<file path="src/rtl/procfix_stream_io.sv">
// Stream-side I/O responder for the fixed-point soft processor.
// Port 0 bridges FIFO-buffered streams; port 1 is a status/control register.
//
// Ports:
//   clk      system clock, rising edge
//   rst      synchronous reset, active-low
//   req_in   processor input-port read strobes (one-hot or zero)
//   io_in    data returned to processor (combinational)
//   out_en   processor output-port write strobes (one-hot or zero)
//   io_out   data written by processor
//   s_data   upstream stream data
//   s_valid  upstream data valid
//   s_ready  input FIFO can accept
//   m_data   downstream stream data (registered)
//   m_valid  downstream data valid (registered)
//   m_ready  downstream accepts
module procfix_stream_io #(
    parameter int NUBITS = 31,
    parameter int FDEPTH = 8
) (
    input  logic              clk,
    input  logic              rst,
    input  logic [1:0]        req_in,
    output logic [NUBITS-1:0] io_in,
    input  logic [1:0]        out_en,
    input  logic [NUBITS-1:0] io_out,
    input  logic [NUBITS-1:0] s_data,
    input  logic              s_valid,
    output logic              s_ready,
    output logic [NUBITS-1:0] m_data,
    output logic              m_valid,
    input  logic              m_ready
);

    localparam int AW = $clog2(FDEPTH);
    localparam int C  = AW + 1;

    // ---------------- state ----------------
    logic [NUBITS-1:0] in_mem [FDEPTH];
    logic [AW-1:0]     in_wr;
    logic [AW-1:0]     in_rd;
    logic [C-1:0]      in_count;

    logic [NUBITS-1:0] out_mem [FDEPTH];
    logic [AW-1:0]     out_wr;
    logic [AW-1:0]     out_rd;
    logic [C-1:0]      out_count;

    logic              udf;
    logic              ovf;

    // ---------------- next state ----------------
    logic [AW-1:0]     in_wr_nxt;
    logic [AW-1:0]     in_rd_nxt;
    logic [C-1:0]      in_count_nxt;
    logic [AW-1:0]     out_wr_nxt;
    logic [AW-1:0]     out_rd_nxt;
    logic [C-1:0]      out_count_nxt;
    logic [NUBITS-1:0] m_data_nxt;
    logic              m_valid_nxt;
    logic              udf_nxt;
    logic              ovf_nxt;

    // ---------------- events ----------------
    logic in_full;
    logic in_empty;
    logic out_full;
    logic flush;
    logic clr;
    logic in_push;
    logic in_pop;
    logic udf_evt;
    logic out_push;
    logic out_pop;
    logic ovf_evt;

    logic [NUBITS-1:0] status;

    assign in_full  = (in_count == C'(FDEPTH));
    assign in_empty = (in_count == '0);
    assign out_full = (out_count == C'(FDEPTH));

    assign flush = out_en[1] & io_out[1];
    assign clr   = out_en[1] & io_out[0];

    // Readiness depends only on fullness, so a same-cycle pop never
    // opens a slot for a push while full.
    assign s_ready = rst & ~in_full;

    assign in_push = s_valid & s_ready;
    assign in_pop  = req_in[0] & ~in_empty;
    assign udf_evt = req_in[0] & in_empty;

    assign out_push = out_en[0] & ~out_full;
    assign ovf_evt  = out_en[0] & out_full;
    assign out_pop  = m_valid & m_ready;

    // ---------------- status word / read mux ----------------
    always_comb begin
        status            = '0;
        status[C-1:0]     = in_count;
        status[2*C-1:C]   = out_count;
        status[2*C]       = udf;
        status[2*C+1]     = ovf;
    end

    always_comb begin
        io_in = '0;
        if (req_in[1]) begin
            io_in = status;
        end else if (!in_empty) begin
            io_in = in_mem[in_rd];
        end
    end

    // ---------------- next-state logic ----------------
    always_comb begin
        in_wr_nxt     = in_wr + AW'(in_push);
        in_rd_nxt     = in_rd + AW'(in_pop);
        in_count_nxt  = in_count + C'(in_push) - C'(in_pop);

        out_wr_nxt    = out_wr + AW'(out_push);
        out_rd_nxt    = out_rd + AW'(out_pop);
        out_count_nxt = out_count + C'(out_push) - C'(out_pop);

        udf_nxt = udf;
        if (clr) begin
            udf_nxt = 1'b0;
        end
        if (udf_evt) begin
            udf_nxt = 1'b1;
        end

        ovf_nxt = ovf;
        if (clr) begin
            ovf_nxt = 1'b0;
        end
        if (ovf_evt) begin
            ovf_nxt = 1'b1;
        end

        if (flush) begin
            in_wr_nxt     = '0;
            in_rd_nxt     = '0;
            in_count_nxt  = '0;
            out_wr_nxt    = '0;
            out_rd_nxt    = '0;
            out_count_nxt = '0;
            udf_nxt       = clr ? 1'b0 : udf;
            ovf_nxt       = clr ? 1'b0 : ovf;
        end

        // m_data mirrors the next head. If that slot is being written
        // this cycle (FIFO otherwise empty), forward io_out directly.
        m_valid_nxt = (out_count_nxt != '0);
        m_data_nxt  = m_data;
        if (m_valid_nxt) begin
            if (out_push && (out_wr == out_rd_nxt)) begin
                m_data_nxt = io_out;
            end else begin
                m_data_nxt = out_mem[out_rd_nxt];
            end
        end
    end

    // ---------------- storage ----------------
    always_ff @(posedge clk) begin
        if (rst && in_push && !flush) begin
            in_mem[in_wr] <= s_data;
        end
        if (rst && out_push && !flush) begin
            out_mem[out_wr] <= io_out;
        end
    end

    // ---------------- registers ----------------
    always_ff @(posedge clk) begin
        if (!rst) begin
            in_wr     <= '0;
            in_rd     <= '0;
            in_count  <= '0;
            out_wr    <= '0;
            out_rd    <= '0;
            out_count <= '0;
            udf       <= 1'b0;
            ovf       <= 1'b0;
            m_valid   <= 1'b0;
            m_data    <= '0;
        end else begin
            in_wr     <= in_wr_nxt;
            in_rd     <= in_rd_nxt;
            in_count  <= in_count_nxt;
            out_wr    <= out_wr_nxt;
            out_rd    <= out_rd_nxt;
            out_count <= out_count_nxt;
            udf       <= udf_nxt;
            ovf       <= ovf_nxt;
            m_valid   <= m_valid_nxt;
            m_data    <= m_data_nxt;
        end
    end

endmodule

</file>
<file path="config.mk">
export PLATFORM = sky130hd
export DESIGN_NAME = procfix_stream_io
export DESIGN_NICKNAME = d
export VERILOG_FILES = /design/src/rtl/procfix_stream_io.sv
export SDC_FILE = /design/constraint.sdc
export NUM_CORES = 1
export LEC_CHECK = 0
export BUFFER_PORTS_ARGS = -buffer_cell sky130_fd_sc_hd__buf_2
export CAP_MARGIN = 20
export CORE_MARGIN = 2
export CORE_UTILIZATION = 45
export CTS_CLUSTER_SIZE = 8
export DETAILED_ROUTE_END_ITERATION = 12
export GPL_ROUTABILITY_DRIVEN = 0
export HOLD_SLACK_MARGIN = 0.05
export SLEW_MARGIN = 20
export SYNTH_ARGS = -nofsm -noshare
export SYNTH_HDL_FRONTEND = slang
export SYNTH_SLANG_ARGS = --single-unit
export TNS_END_PERCENT = 1
</file>
<file path="constraint.sdc">
create_clock -name clk -period 6.8 [get_ports clk]
set_clock_uncertainty 0.05 [all_clocks]
set_input_delay 1.36 -clock clk [delete_from_list [all_inputs] [get_ports clk]]
set_output_delay 1.36 -clock clk [all_outputs]
set_load 0.01 [all_outputs]
</file>
==> results of run 1 <==
## path summary, 6_finish.rpt
| check | start | endpoint | cells past startpoint |
|---|---|---|---|
| setup reg to reg | out_count[2]$_SDFF_PN0_ | m_data[27]$_SDFFE_PN0P_ | 15 |
| setup / recovery | in_rd[0]$_SDFF_PP0_ | io_in[26] | 5 |
| hold / removal | m_data[15]$_SDFFE_PN0P_ | m_data[15]$_SDFFE_PN0P_ | 1 |
| hold reg to reg | m_data[15]$_SDFFE_PN0P_ | m_data[15]$_SDFFE_PN0P_ | 1 |
## state kept, by name, summed over array words and instances, names as in the netlist
| name | flops |
|---|---|
| out_count | 4 |
| out_mem | 248 |
| out_wr | 3 |
| in_rd | 3 |
| m_valid | 1 |
| out_rd | 3 |
| udf | 1 |
| in_mem | 248 |
| in_count | 4 |
| ovf | 1 |
| in_wr | 3 |
| m_data | 31 |
## metrics by stage
stage               std cells  power (mW)  hold WS [ns]  worst slack (ns)  utilization, %
global route             2190        9.57         0.426              1.99            52.9
floorplan                1362        5.16         0.392              1.37               -
global placement         2054        5.61         0.394              2.10            48.1
CTS                      2189        9.26         0.412              2.14            52.9
detailed placement       2054        5.64         0.398              2.02            48.1
finish                   2191        9.15         0.409              2.27            52.9
## worst max-delay path: cells and delay by family (launching register included)
family / cells / cell delay [ns]
flip-flops: 1 / 0.93
AND/OR/NAND/NOR: 1 / 0.09
buffers and inverters: 2 / 0.73
multiplexers: 2 / 0.73
## routing by layer
metal | track usage, % | share of wire, % | up-vias
met4 | 6.86 | 2.1 | 8
met2 | 33.6 | 50 | 308
met1 | 25.5 | 42 | 6204
met3 | 4.65 | 5.9 | 79
li1 | - | - | 5625
met5 | 0 | 0.12 | -
## kinds of logic (layout without fill, tap and decap cells)
group,after synthesis,in the layout,synth area share [%]
XOR/XNOR,10,10,0.431
AND/OR/NAND/NOR,283,283,5.45
other,0,2,0
AO/OA/AOI/OAI,239,239,7.44
adder cells (fa/ha/maj),21,21,1.26
multiplexers,156,156,10.8
buffers and inverters,103,308,2.26
flip-flops,550,550,72.4
## cell usage in the layout, fill, tap and decap left out, drive strengths merged, types with 3 or more instances in the layout
master and instances:
xnor2 8, nand2b 4, buf 160, o311a 31, nand3 3, ha 19
a21oi 63, inv 15, nor2 193, nor3 6, and3 12, o21ai 41
mux4 62, and2 6, clkbuf 131, o2bb2ai 30, mux2i 64, mux2 30
dfxtp 54, edfxtp 496, nor2b 3, nand2 49, o211ai 30, o22ai 31
## power breakdown
group | total (mW) | switching (mW) | internal, mW
Sequential | 3.96 | 0.128 | 3.83
Combinational | 1.60 | 0.912 | 0.685
Clock | 3.60 | 1.39 | 2.21
## area by class of cell
| cell class | instances | area, um^2 | share of cell area (%) |
|---|---|---|---|
| Sequential cell | 550 | 16000 | 62.1 |
| Clock buffer | 131 | 2210 | 8.61 |
| Antenna cell | 2 | 5.00 | 0.0195 |
| Tap cell | 622 | 778 | 3.03 |
| Timing Repair Buffer | 160 | 868 | 3.38 |
| Multi-Input combinational cell | 709 | 5730 | 22.3 |
| Inverter | 13 | 48.8 | 0.190 |
| Clock inverter | 4 | 86.3 | 0.336 |
==> run summary, run 1 <==
Rel. slew slack: 33.7%
static leakage: 8.55 nW
Port Buffers: 133
most common library cells after synthesis: edfxtp_1 (496), nor2_1 (187), mux2i_1 (64), mux4_2 (62), a21oi_1 (58)
Area contributors post-synth: edfxtp_1 (67%), mux4_2 (6.3%), dfxtp_1 (4.9%), nor2_1 (3.2%), mux2i_1 (2.9%)
Setup Fix Bufs, Post-CTS: 0
total track usage: 20.0%
WL/cell: 22.6 um
Area Growth Syn to Fin: 16.5%
CTS tree: yes
post-synthesis cell area: 22100 um^2
Root Driver: clkbuf_16
Routed Antenna Nets: 0
Req. time, crit path: 5.39 ns
Net Count, Synth: 1453
Core Rows: 81
Pre-Repair DR Iteration Count: 5
CTS buffer count: 78
fin area: 25700 um^2
Crit. End Element: primary output
total wire length after detailed routing: 49.6 mm
Distinct cells, synth: 51
first-pass GRT wire length: 75.5 mm
transition time of the tightest slew-check pin: 0.990 ns
worst path arrival time: 3.12 ns
setup TNS: 0 ns
initial core utilization: 45.4%
CP max FO: 42
io pins: 134
Max Buffers Root-to-Sink: 3
Die H: 225 um
CP max stage cell: dfxtp_4
critical-path cell list: buf_4, mux4_2, mux2i_1, nor2_1, buf_2
status: finished clean
H-tree Lvls: 3
worst min path class: reg2reg
FFs w/ async S/R, synth: 0%
most common cell in the synthesized netlist: edfxtp_1
largest net degree at the start of global routing: 71
share of layout cells above drive strength 1: 24.1%
RSZ-0062 raised after global routing: false
number of synthesized flops with an enable pin: 496
initial antenna violation count: 6
final worst path period share: 66.6%
VDD IR max: 0.202 mV
Setup CP Type: reg2out
synth warn: 0
die area: 50800 um^2
R2R setup slack: 2.72 ns
DRC violation total after the first TritonRoute iteration: 829
dpl hpwl: 26.9 mm
Vias: 12200
FILL cells: 3950
CTS sink cnt: 550
Setup Viol. Count Final: 0
Worst-path clk slew: 0.05 ns
Yosys top cell area share: 67.5%
Worst-Skew Late Latency: 0.61 ns
slowest stage delay, CP: 0.93 ns
number of global-route vias before repair: 12600
post_cts resized: 0
Nets: 1603
Syn Inst Count: 1362
Power per Cell Area: 356 nW/um^2
Yosys top cell by area: edfxtp_1
flops & latches, synth: 550
Die Wd: 225 um
drt via density: 5.58
# DRC: 0
Primary FF master, synth: edfxtp_1
hold_buf cts: 0
Avg Synthesized Cell Area: 16.2 um^2
total grt overflow: 0
max_cap viols: 0
sequential share of the synthesized area: 72.4%
crit path time final: 4.53 ns
CORE AREA: 48600 um^2
placed cell areas: 23400 um^2
final hold vios: 0
Setup crit start kind: flop
maximum clock rate: 221 MHz
Final Max Slew Viols: 0
No activity file was read; power rests on OpenSTA's default activity.
==> run 2, diff against run 1 <==
==> constraint.sdc (replaced) <==
create_clock -name clk -period 4.1 [get_ports clk]
set_clock_uncertainty 0.05 [all_clocks]
set_input_delay 0.82 -clock clk [delete_from_list [all_inputs] [get_ports clk]]
set_output_delay 0.82 -clock clk [all_outputs]
set_load 0.01 [all_outputs]
==> run 2 against run 1 <==
  * Wire length increased by 1.2%
  * Combinational power increased by 73%
  * Critical path depth unchanged
  * Sequential power increased by 65%
  * Utilization increased by 0.42 points
  * Non-clock buffer count increased by 17
  * Register-to-register slack got worse by 2.0 ns
  * Sequential share of layout area decreased by 0.49 points
  * Global-route usage increased by 0.20 points
  * Clock power increased by 62%
  * Die area unchanged
==> run summary, run 2 (synthesized netlist as in run 1, its figures left out) <==
status: finished clean
Area Growth Syn to Fin: 17.5%
Max Buffers Root-to-Sink: 3 (unchanged)
Die H: 225 um (unchanged)
WL/cell: 22.8 um (+0.72%)
Final Max Slew Viols: 0 (unchanged)
Crit. End Element: primary output
CORE AREA: 48600 um^2 (unchanged)
Req. time, crit path: 3.23 ns (-2.16 ns)
setup TNS: 0 ns (unchanged)
Power, Total: 15.1 mW (+65%)
largest net degree at the start of global routing: 121 (+70%)
slowest stage delay, CP: 0.57 ns (-0.36 ns)
hold_buf cts: 0 (unchanged)
first-pass GRT wire length: 76.0 mm (+0.69%)
Comb pwr share: 18.3% (+0.9 points)
highest-count cells in the layout ignoring fill and taps: edfxtp_1 (496), nor2_1 (178), buf_2 (133)
# DRC: 0 (unchanged)
max_cap viols: 0 (unchanged)
most common cell after layout, fill and taps aside: edfxtp_1
Core Rows: 81 (unchanged)
Routed Antenna Nets: 0 (unchanged)
die area: 50800 um^2 (unchanged)
maximum clock rate: 288 MHz
static leakage: 8.65 nW (+1.1%)
crit path time final: 3.47 ns
initial core utilization: 45.4% (unchanged)
Nets: 1620 (+1.1%)
Pint: 11.1 mW (+65%)
final hold vios: 0 (unchanged)
transition time of the tightest slew-check pin: 0.910 ns (-0.0801 ns)
Worst-Skew Late Latency: 0.61 ns (about the same)
Power per Cell Area: 584 nW/um^2 (+64%)
initial antenna violation count: 9 (+3)
CTS tree: yes
met3 wire length: 3.30 mm (+13%)
CP max stage cell: dfxtp_4
Setup CP Type: reg2out
clock power share: 38.5% (-0.8 points)
top routing layer used: met5
Setup crit start kind: flop
Root Driver: clkbuf_16
RSZ-0062 raised after global routing: false
crit-path leading delay family: multiplexers
DRC violation total after the first TritonRoute iteration: 931 (+12%)
CTS sink cnt: 550 (unchanged)
sequential power share: 43.1% (-0.2 points)
Pre-Repair DR Iteration Count: 5 (unchanged)
Setup Fix Bufs, Post-CTS: 0 (unchanged)
switching share of power: 26.6% (+0.056 points)
Worst-path clk slew: 0.05 ns (about the same)
dpl hpwl: 27.2 mm (+1.2%)
total track usage: 20.2% (+0.20 points)
Rel. slew slack: 39.3% (+5.7 points)
Placement Setup Slack: 0.534 ns (-1.49 ns)
share of layout cells above drive strength 1: 24.8% (+0.69 points)
Setup WS post-layout: 0.626 ns (-1.65 ns)
worst hold slack: 0.410 ns (+0.00107 ns)
met1 wire length: 21.3 mm (+2.8%)
total grt overflow: 0 (unchanged)
VDD IR max: 0.445 mV (+120%)
Die Wd: 225 um (unchanged)
Setup Viol. Count Final: 0 (unchanged)
H-tree Lvls: 3 (unchanged)
CP max FO: 16 (-62%)
switching power total: 4.02 mW (+66%)
io pins: 134 (unchanged)
CTS buffer count: 78 (unchanged)
met2 wire len: 24.4 mm (-1.9%)
worst path arrival time: 2.60 ns (-0.52 ns)
Buf+Inv Stages, Crit Path: 2 (unchanged)
Port Buffers: 133 (unchanged)
post_cts resized: 0 (unchanged)
Largest regs: in_mem: 248 flops, out_mem: 248 flops, m_data: 31 flops
Vias: 12300 (+0.93%)
number of global-route vias before repair: 12500 (-0.90%)
worst min path class: reg2reg
Util after Layout: 53.3% (+0.42 points)
critical-path cell list: buf_4, mux4_2, mux2i_1, o21ai_0, buf_2
final worst path period share: 84.7%
drt via density: 5.61 (+0.47%)
total wire length after detailed routing: 50.2 mm (+1.2%)
run 2: changes by cell type in the layout (fill, tap and decap cells not counted), sizes merged:
| cell | change |
|---|---|
| diode | +1 |
| buf | +17 |
| clkbuf | -9 |
| clkinv | +1 |
run 2: final timing paths:
kind / startpoint / end / slack, ns / depth (start not counted)
setup / recovery: in_rd[0]$_SDFF_PP0_ / io_in[6] / 0.63 / 5
setup reg to reg: out_count[2]$_SDFF_PN0_ / m_data[18]$_SDFFE_PN0P_ / 0.72 / 15
hold / removal: m_data[0]$_SDFFE_PN0P_ / m_data[0]$_SDFFE_PN0P_ / 0.41 / 1
hold reg to reg: m_data[0]$_SDFFE_PN0P_ / m_data[0]$_SDFFE_PN0P_ / 0.41 / 1
run 2: cell type report:
class                           count  area (um^2)
Antenna cell                        3         7.51
Clock inverter                      5         93.8
Inverter                           13         48.8
Clock buffer                      122         2140
Tap cell                          622          778
Multi-Input combinational cell    709         5720
Timing Repair Buffer              177         1150
Fill cell                        3960        22700
Sequential cell                   550        16000
run 2: metal layers:
layer	up-vias	GRT usage, %
met5	-	0
met3	85	4.82
met1	6248	26.5
met4	10	6.96
li1	5653	-
met2	342	33.0
run 2: worst reg2reg max path, cell delays in order (launching register included):
cell,delay [ns]
dfxtp_1,0.33
inv_1,0.06
ha_1,0.18
nor3b_1,0.15
nor2b_1,0.21
inv_1,0.09
ha_1,0.28
inv_1,0.04
ha_1,0.20
fa_1,0.41
xor2_1,0.18
or3_1,0.33
nor2_1,0.21
o21a_1,0.18
buf_12,0.23
o2bb2ai_1,0.16
run 2: per-stage QoR:
stage                     area (um^2)  instances
after floorplan                 22100       1362
after global placement          23700       2071
after detailed placement        23700       2071
after CTS                       25900       2198
after global routing            25900       2199
final                           25900       2201
run 2: power groups by stage:
stage / clock [mW] / combinational (mW) / sequential, mW
after floorplan: 0 / 1.95 / 6.60
after global placement: 0 / 2.75 / 6.63
after detailed placement: 0 / 2.80 / 6.63
after CTS: 5.97 / 2.81 / 6.53
after global routing: 6.22 / 3.06 / 6.54
final: 5.83 / 2.77 / 6.52
==> run 3, diff against run 2 <==
==> constraint.sdc (replaced) <==
create_clock -name clk -period 2.9 [get_ports clk]
set_clock_uncertainty 0.05 [all_clocks]
set_input_delay 0.58 -clock clk [delete_from_list [all_inputs] [get_ports clk]]
set_output_delay 0.58 -clock clk [all_outputs]
set_load 0.01 [all_outputs]
==> run 3 against run 2 <==
  * The run now ends with negative setup slack left
  * Hold slack got worse by 0.24 ns
  * Non-clock buffer count is 53 higher
  * Clock-buffer cell count increased by 9
  * Flip-flop and latch count did not move
  * Power is 50% higher
  * Global-route usage grew 0.36 points
  * Critical path type is now reg2reg
  * Largest cell class unchanged
==> run summary, run 3 (synthesized netlist as in run 1, its figures left out) <==
WL/cell: 22.7 um (-0.47%)
most common cell after layout, fill and taps aside: edfxtp_1
maximum clock rate: 322 MHz
Die Wd: 225 um (unchanged)
total grt overflow: 0 (unchanged)
Power per Cell Area: 836 nW/um^2 (+43%)
Nets: 1674 (+3.3%)
Worst-path clk slew: 0.05 ns (about the same)
worst path arrival time: 3.59 ns (+0.99 ns)
Routed Antenna Nets: 0 (unchanged)
CP max FO: 8 (-8)
Area Growth Syn to Fin: 23.0%
CTS buffer count: 79 (+1.3%)
max_cap viols: 0 (unchanged)
# DRC: 0 (unchanged)
Worst-Skew Late Latency: 0.61 ns (about the same)
total track usage: 20.5% (+0.36 points)
Vias: 12700 (+2.8%)
Final Max Slew Viols: 0 (unchanged)
worst min path class: in2reg
critical-path cell list: inv_2, ha_4, nor3b_4, nor2b_2, inv_2, ha_4, inv_2, ha_4, fa_2, xor2_2, or3_4, nor2_4, o21a_4, buf_6, buf_16, o2bb2ai_4
Power, Total: 22.7 mW (+50%)
Setup CP Type: reg2reg
initial core utilization: 45.4% (unchanged)
worst hold slack: 0.173 ns (-0.237 ns)
Setup Viol. Count Final: 33 (+33)
Setup crit start kind: flop
hold_buf cts: 0 (unchanged)
Req. time, crit path: 3.38 ns (+0.15 ns)
dpl cells: 2104 (+1.6%)
Port Buffers: 133 (unchanged)
CTS tree: yes
slowest stage delay, CP: 0.39 ns (-0.18 ns)
io pins: 134 (unchanged)
fin area: 27200 um^2 (+4.8%)
share of layout cells above drive strength 1: 30.5% (+5.7 points)
die area: 50800 um^2 (unchanged)
status: complete, but fails checks
Pre-Repair DR Iteration Count: 6 (+1)
highest-count cells in the layout ignoring fill and taps: edfxtp_1 (496), nor2_1 (173), buf_2 (133)
CP max stage cell: or3_4
Max Buffers Root-to-Sink: 3 (unchanged)
H-tree Lvls: 3 (unchanged)
CTS sink cnt: 550 (unchanged)
transition time of the tightest slew-check pin: 0.619 ns (-0.291 ns)
largest net degree at the start of global routing: 53 (-56%)
VDD IR max: 0.570 mV (+28%)
first-pass GRT wire length: 77.3 mm (+1.8%)
Die H: 225 um (unchanged)
Core Rows: 81 (unchanged)
final worst path period share: 107%
failing checks: negative setup slack
Finished Layout Cells: 2267 (+3.0%)
dpl hpwl: 28.6 mm (+4.9%)
Rel. slew slack: 58.8% (+19 points)
static leakage: 9.14 nW (+5.7%)
Largest regs: in_mem: 248 flops, out_mem: 248 flops, m_data: 31 flops
total wire length after detailed routing: 51.5 mm (+2.5%)
Crit. End Element: flop
crit path time final: 3.11 ns
final hold vios: 0 (unchanged)
initial antenna violation count: 9 (unchanged)
DRC violation total after the first TritonRoute iteration: 1010 (+8.5%)
RSZ-0062 raised after global routing: true
placed cell areas: 24300 um^2 (+2.4%)
CORE AREA: 48600 um^2 (unchanged)
number of global-route vias before repair: 12900 (+3.5%)
drt via density: 5.59 (-0.21%)
Root Driver: clkbuf_16
Setup WS post-layout: -0.210 ns (-0.836 ns)
run 3: cell types whose count changed in the layout (fill, tap and decap cells not counted), sizes merged:
| cell | before | now |
|---|---|---|
| clkinv | 3 | 4 |
| diode | 3 | 5 |
| clkbuf | 122 | 131 |
| buf | 177 | 230 |
| inv | 15 | 16 |
run 3: worst paths after layout:
| path | cells past startpoint | to | slack (ns) | start |
|---|---|---|---|---|
| setup reg to reg | 16 | m_data[8]$_SDFFE_PN0P_ | -0.21 | out_count[2]$_SDFF_PN0_ |
| hold reg to reg | 1 | m_data[3]$_SDFFE_PN0P_ | 0.43 | m_data[3]$_SDFFE_PN0P_ |
| setup / recovery | 16 | m_data[8]$_SDFFE_PN0P_ | -0.21 | out_count[2]$_SDFF_PN0_ |
| hold / removal | 2 | udf$_SDFF_PN0_ | 0.17 | req_in[0] |
run 3: worst max-delay path, delay by kind of cell (launching register included):
family                     cells  cell delay [ns]
DFF                            1             0.32
AOI/OAI and AO/OA              2             0.29
xor gates and xnor gates       1             0.16
buffers and inverters          5             0.47
and+or+nand+nor                4             0.83
adders and majority gates      4             0.91
run 3: metrics by stage:
| stage | util, % | setup slack (ns) | setup TNS (ns) |
|---|---|---|---|
| floorplan | - | -0.937 | -192.15 |
| global placement | 49.9 | -0.286 | -8.65 |
| detailed placement | 49.9 | -0.321 | -9.54 |
| CTS | 55.5 | -0.166 | -4.62 |
| global route | 55.8 | -0.312 | -9.80 |
| finish | 55.8 | -0.210 | -4.95 |
run 3: layout make-up:
class / count / area, um^2
multi-input cells: 709 / 6030
flip-flops and latches: 550 / 16000
well taps: 622 / 778
clock inverters: 7 / 95.1
diodes: 5 / 12.5
fillers: 3745 / 21500
repair buffers: 230 / 1980
inverters: 13 / 48.8
clock buffers: 131 / 2210
run 3: routing by layer:
| layer | up-vias | share of wire, % | global-route usage, % |
|---|---|---|---|
| met5 | - | 0.099 | 0 |
| met1 | 6401 | 42 | 26.6 |
| li1 | 5779 | - | - |
| met2 | 387 | 50 | 34.1 |
| met4 | 8 | 2.5 | 7.43 |
| met3 | 106 | 5.5 | 4.51 |
run 3: what timing repair did:
action,CTS,global route
pin swaps,8,7
setup endpoints to repair,63,162
buffers inserted,17,1
cloned,3,0
resized for setup,52,31
run 3: report_power, final:
part	internal, mW	switching, mW	total [mW]
Sequential	8.99	0.253	9.24
Combinational	2.40	2.62	5.02
Clock	5.19	3.24	8.43
Total	16.6	6.11	22.7
